--- config.mk ---
export PLATFORM = sky130hd
export DESIGN_NAME = mac_accum
export DESIGN_NICKNAME = d
export VERILOG_FILES = /design/src/rtl/mac_pkg.sv /design/src/rtl/sat_add.sv /design/src/rtl/mac_accum.sv
export SDC_FILE = /design/constraint.sdc
export NUM_CORES = 1
export LEC_CHECK = 0
export CAP_MARGIN = 40
export CORE_UTILIZATION = 57
export CTS_BUF_LIST = sky130_fd_sc_hd__clkbuf_4 sky130_fd_sc_hd__clkbuf_8
export DETAILED_ROUTE_END_ITERATION = 10
export GPL_ROUTABILITY_DRIVEN = 0
export HOLD_SLACK_MARGIN = 0.02
export PLACE_DENSITY = 0.88
export SLEW_MARGIN = 10
export SYNTH_ARGS = -nofsm -noshare
export SYNTH_HDL_FRONTEND = slang
export SYNTH_SLANG_ARGS = --single-unit
--- constraint.sdc ---
create_clock -name clk -period 6.12 [get_ports clk]
set_input_delay 1.224 -clock clk [delete_from_list [all_inputs] [get_ports clk]]
set_output_delay 1.224 -clock clk [all_outputs]
set_load 0.02 [all_outputs]
--- src/rtl/mac_pkg.sv ---
// Shared types and helpers for the multiply-accumulate block.
// Build option MAC_ACCUM_SAT_EN selects saturating instead of wrapping adds.
package mac_pkg;

   localparam int PROD_W = 16;

   typedef enum logic [1:0] {
      S_IDLE,
      S_ACC,
      S_DONE
   } state_t;

   function automatic logic [31:0] smax(input int w);
      logic [31:0] v;
      v = 32'h1 << (w - 1);
      return v - 32'h1;
   endfunction

   function automatic logic [31:0] smin(input int w);
      return ~smax(w);
   endfunction

endpackage

--- src/rtl/sat_add.sv ---
// Signed W-bit adder with overflow flag; clamps on overflow when
// MAC_ACCUM_SAT_EN is defined, otherwise wraps modulo 2^W.
module sat_add
   import mac_pkg::*;
#(
   parameter int W = 24
) (
   input  logic [W-1:0] a,
   input  logic [W-1:0] b,
   output logic [W-1:0] sum,
   output logic         ovf
);

   logic [W:0] w_sum;

   assign w_sum = {a[W-1], a} + {b[W-1], b};
   // True sum fits only if the two top bits of the widened result agree
   assign ovf   = w_sum[W] ^ w_sum[W-1];

`ifdef MAC_ACCUM_SAT_EN
   logic [W-1:0] w_max;
   logic [W-1:0] w_min;

   assign w_max = W'(smax(W));
   assign w_min = W'(smin(W));
   assign sum   = ovf ? (w_sum[W] ? w_min : w_max) : w_sum[W-1:0];
`else
   assign sum   = w_sum[W-1:0];
`endif

endmodule

--- src/rtl/mac_accum.sv ---
// Counted multiply-accumulate with valid/ready in and out.
// Define MAC_ACCUM_SAT_EN for a saturating accumulator.
module mac_accum
   import mac_pkg::*;
#(
   parameter int ACC_W = 24,
   parameter int LEN_W = 4
) (
   input  logic              clk,
   input  logic              rst_n,
   input  logic              start,
   input  logic [LEN_W-1:0]  len,
   input  logic              in_valid,
   output logic              in_ready,
   input  logic [PROD_W-1:0] prod,
   output logic              out_valid,
   input  logic              out_ready,
   output logic [ACC_W-1:0]  acc_out,
   output logic              ovf,
   output logic              busy
);

   localparam int CNT_W = LEN_W + 1;

   state_t             r_state;
   state_t             w_next;
   logic [ACC_W-1:0]   r_acc;
   logic               r_ovf;
   logic [CNT_W-1:0]   r_cnt;
   logic [ACC_W-1:0]   w_prod;
   logic [ACC_W-1:0]   w_sum;
   logic               w_add_ovf;
   logic               w_fire;
   logic               w_load;

   assign w_prod = {{(ACC_W - PROD_W){prod[PROD_W-1]}}, prod};
   assign w_fire = (r_state == S_ACC) && in_valid;
   assign w_load = (r_state == S_IDLE) && start;

   sat_add #(
      .W (ACC_W)
   ) u_add (
      .a   (r_acc),
      .b   (w_prod),
      .sum (w_sum),
      .ovf (w_add_ovf)
   );

   always_comb begin
      w_next = r_state;
      unique case (r_state)
         S_IDLE:  if (start) w_next = S_ACC;
         S_ACC:   if (in_valid && r_cnt == CNT_W'(1)) w_next = S_DONE;
         S_DONE:  if (out_ready) w_next = S_IDLE;
         default: w_next = S_IDLE;
      endcase
   end

   always_ff @(posedge clk) begin
      if (!rst_n) begin
         r_state <= S_IDLE;
         r_acc   <= '0;
         r_ovf   <= 1'b0;
         r_cnt   <= '0;
      end else begin
         r_state <= w_next;
         if (w_load) begin
            r_acc <= '0;
            r_ovf <= 1'b0;
            // len of zero encodes the full 2^LEN_W term count
            r_cnt <= {(len == '0), len};
         end else if (w_fire) begin
            r_acc <= w_sum;
            r_ovf <= r_ovf | w_add_ovf;
            r_cnt <= r_cnt - CNT_W'(1);
         end
      end
   end

   assign in_ready  = (r_state == S_ACC);
   assign out_valid = (r_state == S_DONE);
   assign busy      = (r_state != S_IDLE);
   assign acc_out   = r_acc;
   assign ovf       = r_ovf;

endmodule

==> out/qor.txt <==
Full die area -> 0.00465 mm2
Internal Power -> 0.422 mW
Syn Area/Cell -> 7.45 um2
Clock Latency Late Sink -> 0.29 ns
Switching fraction of total power -> 31.6%
WL per Instance -> 14.7 um
FFs w/ async S/R, synth -> 0%
Final setup fails -> 0
CTS tree -> yes
Fraction of layout cells with a size suffix above 1 -> 4.43%
Layout area overhead -> 26.2%
# rows -> 23
IO Count -> 53
Depth of the worst hold-timing path -> 2
Hold WS -> 0.473 ns
Post-Syn Area -> 0.00250 mm2
Gr usage total -> 29.3%
Power density over the cells -> 196 mW/mm2
Switching power -> 0.195 mW
First-pass GRT wire length -> 10200 um
Die width -> 68.2 um
ANT cells -> 0
Final Skew -> 0.00377 ns
Clk slew on worst S/H paths -> 0.07 ns
VDD IR max -> 116 uV
GR Overflow Total -> 0
Outcome -> completed
Flops & latches, synth -> 32
Most common cell after layout, fill and taps aside -> nand2_1
R2R Setup Slk -> 3.49 ns
Synth warn -> 0
Drt pass-1 iters -> 7
DP Area -> 0.00304 mm2
Routed Antenna Nets -> 0
CP Max Fanout -> 3
Setup crit start kind -> primary input
Clk root buf -> clkbuf_8
Final TNS setup -> 0 ns
Num CTS Buffers -> 5
Core area -> 0.00412 mm2
Slew @ Worst Pin -> 0.881 ns
R2R depth -> 9
Required @ worst endpoint -> 6.27 ns
Register share of total power -> 37.2%
Post-synthesis net count -> 387
WP data arrival -> 3.80 ns
Post-CTS Setup Bufs -> 0
HP Class -> register to register
Drt total wl -> 6370 um
Via Count -> 2649
Clock sinks -> 32
Post-DP HPWL -> 4630 um
DRC violation count after routing -> 0
Final #Nets -> 435
Starting Density -> 60.7%
Clock power share -> 33.9%
Leak -> 1.26 nW
H-tree depth -> 2
RSZ-0062 raised after global routing -> no
Worst-case hold path end point -> acc_out[3]
Max_slew headroom -> 41.3%
Max Cap Viol -> 0
Initial DRC count -> 217
Antenna violations before repair -> 0
Final Max Slew Viols -> 0
IO Port Bufs -> 52
R2R Path Start -> acc_out[0]
Crit Path Category -> primary input to register
Primary FF master, synth -> dfxtp_1
Leading cell types in the layout, fill and taps excluded -> nand2_1, clkdlybuf4s50_1, a21oi_1
Seq/Total Area, Yosys -> 25.7%
Mapped Cells -> 335
Worst setup EP type -> register
Worst r2r dst -> acc_out[22]
EDFF count, synth -> 0
Final Cell Area -> 0.00315 mm2
Vias in the first global route -> 2323
Tmin final -> 3.64 ns
Cts hold-fix bufs -> 0
Vias per inst -> 6.10
Number of gates resized after cts -> 0
Clock buffer depth -> 2
Final Hold Violating Endpoints -> 0
Synth unique cells -> 46
Hold Crit Start -> acc_out[3]
Largest net degree at the start of global routing -> 26
Die height -> 68.2 um
Comb power frac -> 28.9%
Fin crit share -> 59.6%
F_max -> 0.274 GHz
-- stage by stage --
step	util (%)	std cells	power [mW]	setup WS [ns]
2_1_floorplan	-	335	0.351	2.87
3_3_place_gp	73.8	426	0.405	2.28
3_5_place_dp	73.8	426	0.409	2.24
4_1_cts	76.5	434	0.616	2.49
5_1_grt	76.5	434	0.651	2.41
6_report	76.5	434	0.617	2.48
-- synth_stat cells, types with 5 or more instances --
cell type | number | area (um2)
nand2_1 | 56 | 210
ha_1 | 26 | 325
xor2_1 | 6 | 52.6
nor2_1 | 23 | 86.3
a21oi_1 | 45 | 225
xnor2_1 | 13 | 114
clkbuf_1 | 11 | 41.3
nand3_1 | 15 | 75.1
o21ai_0 | 28 | 140
and2_1 | 5 | 31.3
dfxtp_1 | 32 | 641
a211oi_1 | 5 | 37.5
a21o_1 | 5 | 37.5
inv_1 | 12 | 45.0
-- sequential cells by signal (all words and copies together), names as in the netlist --
register	cells
r_cnt	5
acc_out	24
r_state	2
ovf	1
-- kinds of logic after synthesis --
kind of cell	after synthesis	synth area share [%]
muxes	1	0.401
and+or+nand+nor	121	21.8
AOI/OAI and AO/OA	112	28.2
DFF	32	25.7
adders and majority gates	27	13.8
buffers and inverters	23	3.46
xor gates and xnor gates	19	6.67
-- worst max-delay path, stage by stage --
cell and delay [ns]:
clkdlybuf4s50_1 0.40, ha_1 0.22, fa_1 0.41, a21o_1 0.21, a221oi_2 0.32, o21ai_2 0.13, a221oi_2 0.40, a211oi_1 0.15
nor3_1 0.21, o22ai_1 0.11
-- cell type report --
class	count	area [um2]
clock buffer	6	76.3
inverter	12	45.0
timing repair buffer	52	520
tap	50	62.6
sequential	32	641
fill	326	966
clock inverter	2	35.0
multi-input combinational	280	1770
-- how the worst max path moves through the flow --
stage | start | to | slack (ns)
final | prod[0] | acc_out[22] | 2.48
after global routing | prod[0] | acc_out[22] | 2.41
after CTS | prod[0] | acc_out[22] | 2.49
after detailed placement | prod[0] | acc_out[22] | 2.24
after global placement | prod[0] | acc_out[22] | 2.28
after floorplan | prod[0] | acc_out[22] | 2.87
-- power by group through the flow --
stage,Sequential (mW),Clock [mW],Combinational [mW]
floorplan,0.240,0,0.111
global placement,0.233,0,0.172
detailed placement,0.234,0,0.175
CTS,0.229,0.210,0.177
global route,0.231,0.223,0.196
finish,0.229,0.210,0.178
-- layer usage --
layer,part of all wire [%],track usage [%],up-vias
met3,6.9,5.83,10
met2,48,50.0,101
met4,1.5,11.2,0
met1,44,35.9,1236
li1,-,-,1302
met5,0,0,-
(Power assumes the default switching activity.)
